### config.mk
export PLATFORM = sky130hd
export DESIGN_NAME = ps2_host_tx
export DESIGN_NICKNAME = d
export VERILOG_FILES = /design/src/rtl/ps2_host_tx_pkg.sv /design/src/rtl/ps2_line_sync.sv /design/src/rtl/ps2_host_tx.sv
export SDC_FILE = /design/constraint.sdc
export NUM_CORES = 1
export LEC_CHECK = 0
export ABC_AREA = 0
export ABC_CLOCK_PERIOD_IN_PS = 2200
export BUFFER_PORTS_ARGS = -buffer_cell sky130_fd_sc_hd__buf_4
export CAP_MARGIN = 5
export CORE_MARGIN = 2
export CORE_UTILIZATION = 58
export DETAILED_ROUTE_END_ITERATION = 8
export GPL_TIMING_DRIVEN = 0
export MAX_ROUTING_LAYER = met4
export PLACE_DENSITY = 0.81
export SYNTH_ARGS = -nofsm -noshare
export SYNTH_HDL_FRONTEND = slang
export SYNTH_SLANG_ARGS = --single-unit
### constraint.sdc
create_clock -name clk -period 2.2 [get_ports clk]
set_input_delay 0.22 -clock clk [delete_from_list [all_inputs] [get_ports clk]]
set_output_delay 0.22 -clock clk [all_outputs]
set_load 0.02 [all_outputs]
### src/rtl/ps2_host_tx_pkg.sv
// Shared PS/2 host transmitter definitions: FSM state encoding, command bytes, frame helper.
package ps2_host_tx_pkg;

    typedef enum logic [2:0] {
        ST_IDLE     = 3'd0,
        ST_INHIBIT  = 3'd1,
        ST_REQ      = 3'd2,
        ST_SEND     = 3'd3,
        ST_ACK      = 3'd4,
        ST_WAITIDLE = 3'd5,
        ST_DONE     = 3'd6
    } state_t;

    localparam logic [7:0] CMD_SET_LEDS = 8'hED;
    localparam logic [7:0] CMD_RESET    = 8'hFF;
    localparam logic [7:0] RSP_ACK      = 8'hFA;

    localparam int WD_W = 20;

    // Data bits LSB first in [7:0], odd parity in [8].
    function automatic logic [8:0] ps2_frame(input logic [7:0] data);
        return {~^data, data};
    endfunction

endpackage

### src/rtl/ps2_line_sync.sv
// Two-flop synchronizers for the raw PS/2 lines plus a falling-edge detector on the clock line.
module ps2_line_sync (
    input  logic clk,
    input  logic clr_n,
    input  logic ps2_clk,
    input  logic ps2_data,
    output logic clk_s,
    output logic data_s,
    output logic fall
);

    logic [1:0] clk_q;
    logic [1:0] data_q;
    logic       clk_d;

    always_ff @(posedge clk) begin
        if (!clr_n) begin
            // NOTE: synchronizers reset to the idle-high line level so leaving reset cannot fake a falling edge.
            clk_q  <= 2'b11;
            data_q <= 2'b11;
            clk_d  <= 1'b1;
        end else begin
            clk_q  <= {clk_q[0], ps2_clk};
            data_q <= {data_q[0], ps2_data};
            clk_d  <= clk_q[1];
        end
    end

    assign clk_s  = clk_q[1];
    assign data_s = data_q[1];
    assign fall   = clk_d & ~clk_q[1];

endmodule

### src/rtl/ps2_host_tx.sv
// PS/2 host-to-device command transmitter with open-drain pull-low enables.
// Optional device watchdog enabled by defining PS2_TX_TIMEOUT_EN.
module ps2_host_tx #(
    parameter int INHIBIT_CYCLES = 5280,
    parameter int TIMEOUT_CYCLES = 720000
) (
    input  logic       clk,
    input  logic       clr_n,
    input  logic [7:0] tx_data,
    input  logic       tx_valid,
    output logic       tx_ready,
    input  logic       ps2_clk,
    input  logic       ps2_data,
    output logic       clk_oe,
    output logic       data_oe,
    output logic       busy,
    output logic       tx_done,
    output logic       tx_err
);

    import ps2_host_tx_pkg::*;

    localparam int CNT_W = (INHIBIT_CYCLES > 2) ? $clog2(INHIBIT_CYCLES) : 1;

    state_t           state;
    logic [CNT_W-1:0] cnt;
    logic [8:0]       shift;
    logic [3:0]       bitcnt;
    logic             ackok;
    logic             clk_s;
    logic             data_s;
    logic             fall;
    logic             accept;
    logic             wd_expired;

    ps2_line_sync u_sync (
        .clk      (clk),
        .clr_n    (clr_n),
        .ps2_clk  (ps2_clk),
        .ps2_data (ps2_data),
        .clk_s    (clk_s),
        .data_s   (data_s),
        .fall     (fall)
    );

    assign tx_ready = (state == ST_IDLE);
    assign busy     = (state != ST_IDLE);
    assign accept   = tx_valid & tx_ready;

`ifdef PS2_TX_TIMEOUT_EN
    logic [WD_W-1:0] wdog;

    // Loaded while in REQ, which always hands over to SEND on the next edge.
    always_ff @(posedge clk) begin
        if (!clr_n) begin
            wdog <= '0;
        end else if (state == ST_REQ) begin
            wdog <= WD_W'(TIMEOUT_CYCLES);
        end else if ((state inside {ST_SEND, ST_ACK, ST_WAITIDLE}) && (wdog != '0)) begin
            wdog <= wdog - 1'b1;
        end
    end

    assign wd_expired = (state inside {ST_SEND, ST_ACK, ST_WAITIDLE}) && (wdog == '0);
`else
    assign wd_expired = 1'b0;
`endif

    always_ff @(posedge clk) begin
        if (!clr_n) begin
            state   <= ST_IDLE;
            cnt     <= '0;
            shift   <= '0;
            bitcnt  <= '0;
            ackok   <= 1'b0;
            clk_oe  <= 1'b0;
            data_oe <= 1'b0;
            tx_done <= 1'b0;
            tx_err  <= 1'b0;
        end else begin
            tx_done <= 1'b0;
            tx_err  <= 1'b0;
            if (wd_expired) begin
                clk_oe  <= 1'b0;
                data_oe <= 1'b0;
                tx_done <= 1'b1;
                tx_err  <= 1'b1;
                state   <= ST_DONE;
            end else begin
                case (state)
                    ST_IDLE: begin
                        if (accept) begin
                            shift  <= ps2_frame(tx_data);
                            cnt    <= CNT_W'(INHIBIT_CYCLES - 1);
                            clk_oe <= 1'b1;
                            state  <= ST_INHIBIT;
                        end
                    end
                    ST_INHIBIT: begin
                        if (cnt == '0) begin
                            data_oe <= 1'b1;
                            state   <= ST_REQ;
                        end else begin
                            cnt <= cnt - 1'b1;
                        end
                    end
                    ST_REQ: begin
                        clk_oe <= 1'b0;
                        bitcnt <= '0;
                        state  <= ST_SEND;
                    end
                    ST_SEND: begin
                        // The device samples on its rising edge, so each bit is set up on the falling edge.
                        if (fall) begin
                            if (bitcnt == 4'd9) begin
                                data_oe <= 1'b0;
                                state   <= ST_ACK;
                            end else begin
                                data_oe <= ~shift[bitcnt];
                                bitcnt  <= bitcnt + 4'd1;
                            end
                        end
                    end
                    ST_ACK: begin
                        if (fall) begin
                            ackok <= ~data_s;
                            state <= ST_WAITIDLE;
                        end
                    end
                    ST_WAITIDLE: begin
                        if (clk_s && data_s) begin
                            tx_done <= 1'b1;
                            tx_err  <= ~ackok;
                            state   <= ST_DONE;
                        end
                    end
                    ST_DONE: begin
                        state <= ST_IDLE;
                    end
                    default: begin
                        clk_oe  <= 1'b0;
                        data_oe <= 1'b0;
                        state   <= ST_IDLE;
                    end
                endcase
            end
        end
    end

endmodule

==> metrics.cfg <==
[synth]
synth_cell_type_count=51
synth_edf_count=0
synthesis.area_sq_mm=0.002029
syn_avg_cell_area_sq_um=8.824
synth_nets=247
synth_ff_type=dfxtp_1
synth_cells=230
yosys_warnings=0
synth-seq-cells=39
yosysSeqAreaShare_pct=38.47
synth_async_sr_flop_share_pct=0

[critical_path]
r2r_end=bitcnt[1]
r2r_slack_ns=0.24
crit_type=reg -> reg
path_max_fanout=8
r2r_start=bitcnt[1]
r2r_cells=7
end_kind=register
critPathLaunchType=register
critPathRequiredTime_ns=2.50
critPathArrivalTime_ns=2.26

[power_and_ir_drop]
internal_power_mw=1.264
p_sw_mw=0.5917
power_leakage_nw=0.8730
switching_share_pct=31.89
powerDensity_mw_per_mm2=803.8
power.share.clock_pct=27.8
seq_power_share_pct=44.9
vdd_drop_max_mv=0.3621
pwr-share-comb_pct=27.3

[die]
die_x_microns=63.15
die_area_sq_mm=0.003988
io_pins=19
num_rows=21
fp.coreArea_sq_mm=0.003337
chipHeight_microns=63.15
initial_core_util_pct=60.82

[routing]
drtAntennaViolNets=0
drtIter0Drc=86
viasPerCell=5.728
drc_errors=0
wl_mm=4.122
vias=1730
first_pass_iters=4
wl_per_cell_microns=13.65

[clock_network]
cts_resized=0
cts_tree=yes
clk_latency_ns=0.37
cts.sinks=39
cts_root_buf=clkbuf_4
numCtsBuffers=5
h-tree-depth=2
clockBufferDepth=2
holdBufCountCts=0
clkTransAtPathRegs_ns=0.12
post-cts-setup-buffers=0

[global_routing]
grt_use_total_pct=22.61
grt_max_degree=13
grt_pass1_vias=1634
met1_usage_pct=26.54
use_met2_pct=36.30
overflow=0
antenna_found_initial=0
grtUsageMet3_pct=4.286
grt_busiest_layer=met2
grt_pass1_wl_mm=6.913

[sta]
period_minus_slack_ns=1.961
fin_hold_ws_ns=0.03426
finalSetupViolCount=0
rsz0062_at_grt=no
hold_violations=0
fmax_ghz=0.5098
drv_slew=0
fin_skew_ns=0.01985
maxSlewHeadroom_pct=37.74
tns_ns=0
period_share_pct=89.15
worst_slew_pin_slew_ns=0.9314

[finish]
fillerInstances=291
area_growth_pct=13.75
nNetsFinal=272
drive_above_1_share_pct=14.84
diodes=0

[min_path]
hold_class=in -> reg
holdPathEnd=u_sync.clk_q[0]
min_from=ps2_clk
holdPathStages=2

[place]
place_congestion=0.9514
place_hpwl_mm=2.983
io_buffers=18

[run]
drv_cap=0

[outcome]
outcome=complete, no violations

## flip-flops by register name, indices dropped and copies added (netlist names)
name / flops
u_sync.clk_q: 2
bitcnt: 4
cnt: 13
u_sync.clk_d: 1
data_oe: 1
clk_oe: 1
u_sync.data_q: 2
state: 3
tx_err: 1
ackok: 1
shift: 9
tx_done: 1
## through the flow
step                util, %  instance area (sq um)  power, mW  std cells  setup slack [ns]
floorplan                 -                   2029      1.219        230            0.4800
global placement      66.59                   2222      1.339        294            0.2760
detailed placement    66.59                   2222      1.349        294            0.2860
CTS                   69.18                   2308      1.860        302            0.2582
global route          69.18                   2308      1.951        302           0.04540
finish                69.18                   2308      1.855        302            0.2386
## worst max-delay path, stage by stage (launching register included)
cell and delay [ns]:
dfxtp_1 0.50, inv_1 0.08, ha_1 0.20, and3b_1 0.22
o21ai_1 0.25, nand2_1 0.14, or3_1 0.37, a21boi_1 0.14
## worst max-delay path by stage
stage | from | to | slack, ns | depth (start not counted)
2_1_floorplan | cnt[0] | cnt[4] | 0.48 | 8
3_3_place_gp | cnt[0] | cnt[4] | 0.28 | 8
3_5_place_dp | bitcnt[1] | bitcnt[1] | 0.29 | 7
4_1_cts | bitcnt[1] | bitcnt[1] | 0.26 | 7
5_1_grt | cnt[0] | cnt[4] | 0.05 | 8
6_report | bitcnt[1] | bitcnt[1] | 0.24 | 7
## cell type report
cell class	count	area [sq um]	area share [%]
Clock buffer	6	51.30	2.222
Inverter	6	22.52	0.9756
Sequential cell	39	780.7	33.82
Clock inverter	2	35.03	1.518
Multi-Input combinational cell	174	1171	50.73
Timing Repair Buffer	18	135.1	5.854
Buffer	11	55.05	2.385
Tap cell	46	57.56	2.493
## layout by cell type (no fill, tap or decap), types with 4 or more instances in the layout
cell | Yosys | final
dfxtp_1 | 39 | 39
nand2_1 | 29 | 29
buf_4 | 1 | 19
nor2_1 | 16 | 16
xnor2_1 | 12 | 12
nand3_1 | 11 | 11
a21boi_0 | 10 | 10
nand2b_1 | 8 | 8
nand4_1 | 8 | 8
a21boi_1 | 7 | 7
xor2_1 | 7 | 7
clkbuf_1 | 6 | 6
inv_1 | 6 | 6
a21oi_1 | 6 | 6
nor3_1 | 5 | 5
clkbuf_4 | 0 | 5
nor2b_1 | 4 | 4
ha_1 | 4 | 4
## synthesized netlist by cell type (4+ instances only)
cell type | instances | area share (%)
clkbuf_1 | 6 | 1.1
a21boi_0 | 10 | 3.7
nor2_1 | 16 | 3.0
a21oi_1 | 6 | 1.5
dfxtp_1 | 39 | 38
a21boi_1 | 7 | 2.6
nand2b_1 | 8 | 2.5
nand4_1 | 8 | 2.5
inv_1 | 6 | 1.1
xor2_1 | 7 | 3.0
nor3_1 | 5 | 1.2
nor2b_1 | 4 | 1.2
nand3_1 | 11 | 2.7
xnor2_1 | 12 | 5.2
ha_1 | 4 | 2.5
nand2_1 | 29 | 5.4
## logic make-up after synthesis
family	count (synthesis)	synth area share, %
multiplexers	5	3.206
XOR/XNOR	19	8.200
AND/OR/NAND/NOR	104	27.68
adder cells (fa/ha/maj)	4	2.466
AO/OA/AOI/OAI	42	16.15
flip-flops	39	38.47
buffers and inverters	17	3.822
## power by group through the flow
stage          logic, mW  clock network (mW)  registers (mW)
4_1_cts            0.506               0.521           0.833
3_5_place_dp       0.502                   0           0.847
5_1_grt            0.560               0.549           0.842
6_report           0.506               0.516           0.833
2_1_floorplan      0.377                   0           0.842
3_3_place_gp       0.493                   0           0.845
## layer usage
| layer | wire length (microns) | vias up |
|---|---|---|
| met5 | 0 | - |
| met4 | 124 | 0 |
| met3 | 171 | 14 |
| met2 | 1962 | 48 |
| met1 | 1863 | 805 |
| li1 | - | 863 |
Power figures use the tool's default switching activity.
